[src/rtl/alu_rr_scheduler.sv]
// Round-robin front end for one shared 64-bit ALU: picks one requester per cycle,
// computes its operation combinationally and holds the result in a one-entry register.
module alu_rr_scheduler #(
    parameter int NREQ = 4,
    parameter int IDW  = 3
) (
    input  logic                 clk,
    input  logic                 rst,
    input  logic [NREQ-1:0]      req_valid,
    output logic [NREQ-1:0]      req_ready,
    input  logic [64*NREQ-1:0]   req_a,
    input  logic [64*NREQ-1:0]   req_b,
    input  logic [3*NREQ-1:0]    req_op,
    output logic                 resp_valid,
    input  logic                 resp_ready,
    output logic [63:0]          resp_data,
    output logic [IDW-1:0]       resp_id,
    output logic                 busy
);
    localparam int DATA_W = 64;
    localparam int OPW    = 3;

    typedef enum logic {EMPTY, FULL} state_t;

    state_t              state_q;
    logic [DATA_W-1:0]   resp_data_p1_q;
    logic [IDW-1:0]      resp_id_p1_q;
    logic [IDW-1:0]      rr_ptr_q;
    logic [IDW-1:0]      rr_ptr_d;

    logic                slot_free;
    logic                hi_found;
    logic                lo_found;
    logic [IDW-1:0]      hi_idx;
    logic [IDW-1:0]      lo_idx;
    logic                gnt_found;
    logic [IDW-1:0]      gnt_idx;
    logic                transfer;
    logic [DATA_W-1:0]   a_sel;
    logic [DATA_W-1:0]   b_sel;
    logic [OPW-1:0]      op_sel;
    logic [DATA_W-1:0]   alu_res;

    // Arithmetic wraps modulo 2^64, so carries and borrows simply fall off the top.
    function automatic logic [DATA_W-1:0] alu_f(
        input logic [DATA_W-1:0] a,
        input logic [DATA_W-1:0] b,
        input logic [OPW-1:0]    op
    );
        logic [DATA_W-1:0] r;
        case (op)
            3'b000:  r = a + b;
            3'b001:  r = a - b;
            3'b010:  r = b - a;
            3'b011:  r = a | b;
            3'b100:  r = a & b;
            3'b101:  r = a ^ b;
            3'b110:  r = ~(a ^ b);
            default: r = '0;
        endcase
        return r;
    endfunction

    assign resp_valid = (state_q == FULL);
    assign resp_data  = resp_data_p1_q;
    assign resp_id    = resp_id_p1_q;
    assign busy       = (|req_valid) || resp_valid;
    assign slot_free  = !resp_valid || resp_ready;

    // Lowest valid index at/after the pointer wins; otherwise wrap to the lowest valid overall.
    always_comb begin
        hi_found = 1'b0;
        lo_found = 1'b0;
        hi_idx   = '0;
        lo_idx   = '0;
        for (int i = NREQ - 1; i >= 0; i--) begin
            if (req_valid[i]) begin
                lo_found = 1'b1;
                lo_idx   = IDW'(i);
                if (i >= int'(rr_ptr_q)) begin
                    hi_found = 1'b1;
                    hi_idx   = IDW'(i);
                end
            end
        end
        gnt_found = (hi_found || lo_found) && slot_free && !rst;
        gnt_idx   = hi_found ? hi_idx : lo_idx;
    end

    assign req_ready = gnt_found ? (NREQ'(1) << gnt_idx) : '0;
    assign transfer  = |(req_valid & req_ready);
    assign rr_ptr_d  = (gnt_idx == IDW'(NREQ - 1)) ? '0 : gnt_idx + 1'b1;

    always_comb begin
        a_sel  = '0;
        b_sel  = '0;
        op_sel = '0;
        for (int i = 0; i < NREQ; i++) begin
            if (IDW'(i) == gnt_idx) begin
                a_sel  = req_a[DATA_W*i +: DATA_W];
                b_sel  = req_b[DATA_W*i +: DATA_W];
                op_sel = req_op[OPW*i +: OPW];
            end
        end
    end

    assign alu_res = alu_f(a_sel, b_sel, op_sel);

    // ---- stage p1: result register ----
    always_ff @(posedge clk) begin
        if (rst) begin
            state_q        <= EMPTY;
            resp_data_p1_q <= '0;
            resp_id_p1_q   <= '0;
            rr_ptr_q       <= '0;
        end else begin
            case (state_q)
                EMPTY: begin
                    if (transfer) state_q <= FULL;
                end
                FULL: begin
                    if (resp_ready && !transfer) state_q <= EMPTY;
                end
                default: state_q <= EMPTY;
            endcase
            if (transfer) begin
                resp_data_p1_q <= alu_res;
                resp_id_p1_q   <= gnt_idx;
                rr_ptr_q       <= rr_ptr_d;
            end
        end
    end
endmodule

[config.mk]
export PLATFORM = sky130hd
export DESIGN_NAME = alu_rr_scheduler
export DESIGN_NICKNAME = d
export VERILOG_FILES = /design/src/rtl/alu_rr_scheduler.sv
export SDC_FILE = /design/constraint.sdc
export NUM_CORES = 1
export LEC_CHECK = 0
export ABC_AREA = 0
export CAP_MARGIN = 20
export CORE_AREA = 3 3 235 237
export CTS_CLUSTER_DIAMETER = 200
export DETAILED_ROUTE_END_ITERATION = 12
export DIE_AREA = 0 0 238 240
export GPL_TIMING_DRIVEN = 0
export PLACE_DENSITY = 0.69
export SYNTH_ARGS = -nofsm -noshare
export SYNTH_HDL_FRONTEND = slang
export SYNTH_SLANG_ARGS = --single-unit
[constraint.sdc]
create_clock -name clk -period 7.5 [get_ports clk]
set_clock_uncertainty 0.05 [all_clocks]
set_input_delay 1.125 -clock clk [delete_from_list [all_inputs] [get_ports clk]]
set_output_delay 1.125 -clock clk [all_outputs]
set_load 0.01 [all_outputs]
Word-level counts from Yosys, hierarchy flattened:

Cells that the tools add are included.

* bitwise operators: 6
* add/sub/neg operators: 4
* shift-type cells: 1
* mux-type cells: 43
* reductions and logical operators: 13
* equal/unequal tests: 10
* $lt $le $gt $ge: 4

Operators by type and width (count)
* 2-to-1 mux 64 bit: 8
* one-hot mux 64 bit (7 select lines): 1
* subtractor 64 bit: 2
* adder 64 bit: 1
* bitwise AND 64 bit: 1
* NOT 64 bit: 1
* OR 64 bit: 1
* bitwise XOR 64 bit: 1
* 2-to-1 mux 3 bit: 15
* 2-to-1 mux 1 bit: 14
* equality test 3 x 2 -> 1 bit (second input constant): 3
* equality test 3 bit (second input constant): 3
* OR reduction 4 bit: 2
* equality test 2 x 3 -> 1 bit (first input constant): 2
* >= comparator 1 x 3 -> 1 bit (first input constant): 2
* >= comparator 2 x 3 -> 1 bit (first input constant): 2
* zero test 3 bit: 2
* 2-to-1 mux 2 bit: 3
* bitwise AND 4 bit: 1
* 2-to-1 mux 4 bit: 1
* << shifter 1 x 3 -> 4 bit (first input constant): 1
* adder 3 x 1 -> 3 bit (second input constant): 1
* equality test 1 x 3 -> 1 bit (first input constant): 1
* equality test 3 x 1 -> 1 bit (second input constant): 1
* other kinds (5): 11

* flip-flop bits (word level): 71
* input bits: 531
* output and inout port bits: 73

Depth between registers and ports, before layout:

* word-level depth: 19
* depth in mapped cells: 35
* gate-level depth less buffers: 32

Worst setup path after synthesis:

No wires, ideal clock.

* path kind: input -> register
* from: input req_valid[2]
* to: register resp_data_p1_q[62], in the netlist resp_data[62]
* data arrival time: 6.832 ns
* stages: 31
* data required time: 7.318 ns
* path slack: 0.487 ns
* library setup time: 0.132 ns
* cell sequence: mux2i_1 > nor2_1 > nor3_1 > ha_1 > buf_2 > buf_2 > buf_2 > buf_2 > buf_2 > clkbuf_1 > clkbuf_1 > nor2_1 > a21oi_1 > nor2_1 > a21oi_1 > nor2_1 > a21o_1 > ha_1 > fa_1 > or2_1 > a221oi_1 > o211ai_1 > and4_1 > o311a_1 > o21a_1 > o21a_1 > o22ai_1 > o21ai_0 > mux2_2 > a221oi_1 > nor3_1

* cells in the longest elaborated chain, start to end: 14
* elaborated cells between the ends (all ways): 55
* those cells by class: 3 x add/sub; 9 x eq/ne; 1 x shift; 31 x mux; 5 x bitwise; 6 x reduce/logical

RTL lines
* start: declaration: line 9 `input logic [NREQ-1:0] req_valid,`
* 2-to-1 mux 3 bit or 2-to-1 mux 1 bit (tied branches): line 77 `if (req_valid[i]) begin`
* 2-to-1 mux 3 bit or 2-to-1 mux 1 bit (tied branches): line 80 `if (i >= int'(rr_ptr_q)) begin`
* 2-to-1 mux 3 bit or 2-to-1 mux 1 bit (tied branches): line 77
* 2-to-1 mux 3 bit or 2-to-1 mux 1 bit (tied branches): line 80
* 2-to-1 mux 3 bit or 2-to-1 mux 1 bit (tied branches): line 77
* 2-to-1 mux 3 bit (*): line 87 `gnt_idx = hi_found ? hi_idx : lo_idx;`
* named net gnt_idx[0]: line 37 `logic [IDW-1:0] gnt_idx;`
* branches (longest 8 deep; another with subtractor 64 bit)
* end signal: assignment: line 127 `resp_data_p1_q <= alu_res;`
* end: declaration: line 26 `logic [DATA_W-1:0] resp_data_p1_q;`

Mark *: on every way through the listed nets, which the timed path passes.
A chain may end at the register's enable or synchronous reset.

Worst setup path after layout:

* from: input req_valid[0]
* to: register resp_data_p1_q[56], in the netlist resp_data[56]

* cells in the longest elaborated chain, start to end: 10
* elaborated cells between the ends (all ways): 43
* those cells by class: 3 x add/sub; 9 x eq/ne; 1 x shift; 19 x mux; 5 x bitwise; 6 x reduce/logical

RTL lines (line)
* 2-to-1 mux 3 bit or 2-to-1 mux 1 bit (tied branches): 77
* 2-to-1 mux 3 bit (*): 87
* named net gnt_idx[0]: 37
* branches (longest 8 deep; another with subtractor 64 bit)

Marks and branches as above.

==> results by stage <==
Status:
- The flow ran to the end, and the final reports show no timing, DRC or antenna violations.

Place:
- The final weighted congestion of routability-driven global placement is 1.05.
- Input and output buffers added on the ports amount to 601.
- The setup slack at placement is -4.33 ns.
- The HPWL after detailed placement is 113000 um.
- The placed instances occupy a cell area of 27100 um^2.

Final layout:
- The footprint of the multi-input gates is 17900 um^2.
- The area added between synthesis and finish is 46.1%.
- The share of layout cells above drive strength 1 is 0.113.
- The fill cell instance count of the final layout is 5498.
- The number of nets in the layout is 4589.
- The total area of sequential cells is 1380 um^2.
- After routing the design area is 29300 um^2.

Synthesis:
- The average instance area after synthesis is 6.38 um^2.
- The count of state elements after synthesis is 69.
- Of the synthesized area, sequential elements account for 0.0690.
- The net count of the mapped netlist is 3931.
- The mapped cell area is 20000 um^2.
- Synthesis produced a netlist whose cell count is 3139.
- The most used flip-flop cell after synthesis is sky130_fd_sc_hd__dfxtp_1.
- The fraction of registers with async set/reset is 0.
- In this run, synthesis inferred 0 flip-flops with an integrated enable.
- The number of distinct library cells after synthesis is 99.
- The number of warning messages in the yosys log is 0.

Power:
- The internal power of the cells totals 4200 uW.
- The part of the total power dissipated in combinational logic is 0.910.
- The switching power is 6680 uW.
- The clock share of power is 0.042.
- In this run the static leakage power is 0.0122 uW.
- The worst-case vdd ir drop is 0.143 mV.
- The ratio of total power to cell area is 372 nW/um^2.
- The share of power burned in registers is 0.049.
- Of the total power, the share spent switching nets is 0.614.

CTS:
- The clock latency on the worst-skew pair is 0.39 ns.
- The number of hold-repair buffers added at the cts stage is 0.
- The cell sitting at the root of the clock tree is a sky130_fd_sc_hd__clkbuf_16.
- TritonCTS created 9 clock buffers.
- The maximum clock path buffer count is 2.
- The clock net sink count is 69.
- The clock slew seen by the registers of the worst setup and hold paths is 0.07 ns.
- The H-tree depth reported by CTS is 3.
- The TritonCTS clock tree is done.

Route:
- The top routing layer in use is met5.
- The per-cell routed wire length is 31.1 um.
- The final routed DRC violation total is 0.
- The number of nets with antenna violations after routing is 0.
- In this run, the number of DRC markers left after iteration 0 of detailed routing was 3952.
- Summed over all nets, wire length on met2 after detailed routing comes to 58200 um.
- Detailed routing placed a total of 18300 um of wire on met3.
- The first detailed-routing pass took 6 iterations.
- Summing over every cut layer, the via total after detailed routing is 28700.
- The final wirelength is 140000 um.
- The post-route met1 wirelength is 51000 um.
- The via count normalized by instance count is 6.37.

Timing:
- Setup repair after global routing could not meet its margin everywhere.
- For this run, the top clock speed supported by timing is 0.135 GHz.
- Setup violations remaining at the end of the flow were counted as 0.
- At the pin with the least slew margin, the transition time is 1.33 ns.
- The setup TNS after final layout is 0 ns.
- The shortest clock period the worst path allows after layout is 7.41 ns.
- The worst setup margin is 0.0889 ns.
- The worst pin sits at a relative slew slack of 0.110.
- The number of max-slew violations in the final report is 0.
- Dividing the final minimum period by the clock period gives 0.988.
- The count of endpoints failing hold in the final timing report is 0.

Global route:
- In the global route stage, overall resource usage came out at 0.466.
- The overflow left after global routing is 0.
- Entering global routing, the biggest net connects 14 pins.
- The number of global-route vias before repair is 27100.
- The initial antenna violation count came to 11.
- The first-pass GRT wire length is 192000 um.

Worst setup path:
- STA puts the critical path data required time at 7.72 ns.
- The category of the worst setup path launch point is an input pin.
- The cell that appears most often on the critical path is sky130_fd_sc_hd__a21oi_1.
- The maximum fanout encountered on the critical timing path is 10.
- The type of the worst setup path is input pin to flip-flop.
- The largest single stage delay on the critical path is 0.61 ns.
- The endpoint kind of the worst setup timing path is a flip-flop.
- STA puts the critical path data arrival time at 7.63 ns.
- Among all stages on the critical path, the largest delay is contributed by sky130_fd_sc_hd__o221ai_2.

Floorplan:
- The die span in x is 238 um.
- From bottom edge to top edge, the die measures 240 um.
- The die area is 57100 um^2.
- The number of cell rows is 85.
- The placeable core area is 53500 um^2.
- The initial cell density of the core is 0.374.
- The total I/O pin count is 604.

Run:
- Across the run, the number of max-cap violations was 0.

Hold path:
- The min-delay analysis places its worst path in the category flip-flop to flip-flop.
worst max-delay path, delay by kind of cell:
kind / cells / cell delay, ns
simple gates: 6 / 1.22
fa+ha+maj: 2 / 0.46
compound gates: 14 / 3.10
buf+inv: 7 / 1.25
xor+xnor: 2 / 0.46
sequential cells by signal (all words and copies together) (netlist names):
name / count
resp_data: 64
resp_id: 2
resp_valid: 1
rr_ptr_q: 2
Yosys cell counts (26+ instances only):
master                     count  area share
sky130_fd_sc_hd__a21oi_1     488        0.12
sky130_fd_sc_hd__nor2_1      393       0.074
sky130_fd_sc_hd__nand2_1     339       0.064
sky130_fd_sc_hd__ha_1        259        0.16
sky130_fd_sc_hd__inv_1       215       0.040
sky130_fd_sc_hd__o21ai_0     185       0.046
sky130_fd_sc_hd__clkbuf_1    141       0.026
sky130_fd_sc_hd__xnor2_1     124       0.054
sky130_fd_sc_hd__dfxtp_1      69       0.069
sky130_fd_sc_hd__o211ai_1     56       0.021
sky130_fd_sc_hd__buf_2        49       0.012
sky130_fd_sc_hd__nor3_1       46       0.011
sky130_fd_sc_hd__o221ai_1     43       0.019
sky130_fd_sc_hd__a221oi_1     42       0.018
sky130_fd_sc_hd__nand3_1      40       0.010
sky130_fd_sc_hd__o22ai_1      38       0.012
sky130_fd_sc_hd__a21o_1       34       0.013
sky130_fd_sc_hd__o21bai_1     33       0.012
sky130_fd_sc_hd__nor2b_1      32       0.010
sky130_fd_sc_hd__a31oi_1      31      0.0097
sky130_fd_sc_hd__nand2b_1     31      0.0097
sky130_fd_sc_hd__nand4_1      30      0.0094
sky130_fd_sc_hd__o31ai_1      26      0.0097
power groups by stage:
stage               clock network, uW  logic, uW  registers, uW
global route                      455      10300            532
detailed placement                  0       8650            533
finish                            452       9900            528
global placement                    0       8600            531
floorplan                           0       5420            547
CTS                               445       9230            525
final timing paths:
check	startpoint	endpoint	slack (ns)	cells after the start
setup reg to reg	rr_ptr_q[1]	resp_data[56]	0.49	30
setup / recovery	req_valid[0]	resp_data[56]	0.09	31
hold / removal	resp_data[26]	resp_data[26]	0.40	2
hold reg to reg	resp_data[26]	resp_data[26]	0.40	2
layout make-up:
| type | count | share of cell area |
|---|---|---|
| multi-input cells | 2626 | 0.613 |
| repair buffers | 678 | 0.228 |
| clock inverters | 6 | 0.00162 |
| flip-flops and latches | 69 | 0.0472 |
| clock buffers | 10 | 0.00782 |
| plain buffers | 195 | 0.0438 |
| well taps | 696 | 0.0298 |
| diodes | 7 | 0.000598 |
| inverters | 218 | 0.0280 |
layout by cell type (no fill, tap or decap), types with 30 or more instances in the layout:
cell and n:
sky130_fd_sc_hd__a21o_1 34, sky130_fd_sc_hd__a21oi_1 427, sky130_fd_sc_hd__a21oi_2 56, sky130_fd_sc_hd__a221oi_1 37
sky130_fd_sc_hd__buf_2 31, sky130_fd_sc_hd__buf_4 73, sky130_fd_sc_hd__clkbuf_1 81, sky130_fd_sc_hd__clkdlybuf4s50_1 597
sky130_fd_sc_hd__dfxtp_1 69, sky130_fd_sc_hd__ha_1 244, sky130_fd_sc_hd__inv_1 214, sky130_fd_sc_hd__nand2_1 333
sky130_fd_sc_hd__nand2b_1 30, sky130_fd_sc_hd__nand3_1 38, sky130_fd_sc_hd__nand4_1 30, sky130_fd_sc_hd__nor2_1 387
sky130_fd_sc_hd__nor2b_1 31, sky130_fd_sc_hd__nor3_1 42, sky130_fd_sc_hd__o211ai_1 56, sky130_fd_sc_hd__o21ai_0 171
sky130_fd_sc_hd__o21bai_1 32, sky130_fd_sc_hd__o22ai_1 37, sky130_fd_sc_hd__xnor2_1 122
per-stage QoR:
stage / cells / util / total power, uW / hold slack (ns)
floorplan: 3139 / - / 5970 / 0.421
global placement: 4436 / 0.503 / 9140 / 0.389
detailed placement: 4450 / 0.507 / 9180 / 0.393
CTS: 4492 / 0.539 / 10200 / 0.402
global route: 4503 / 0.547 / 11300 / 0.421
finish: 4505 / 0.547 / 10900 / 0.403
cells by family (layout without fill, tap and decap cells):
family                     Yosys count  count (layout)  share of synthesized area
AOI/OAI and AO/OA                 1192            1192                      0.380
and+or+nand+nor                   1013            1013                      0.227
buffers and inverters              444            1107                     0.0898
adders and majority gates          261             261                      0.164
xor gates and xnor gates           149             149                     0.0652
DFF                                 69              69                     0.0690
muxes                               10              10                    0.00506
other                                1               8                   0.000187
metal layers:
metal,track usage,up-vias
li1,-,12600
met1,0.554,13400
met2,0.706,2211
met3,0.149,549
met4,0.340,6
met5,0,-
timing repair:
action / CTS / global route
buffers inserted: 40 / 21
endpoints found under the setup margin: 65 / 39
gates resized for setup: 320 / 86
pin swaps: 43 / 30
Note: power is estimated with default switching activity, not from simulation.
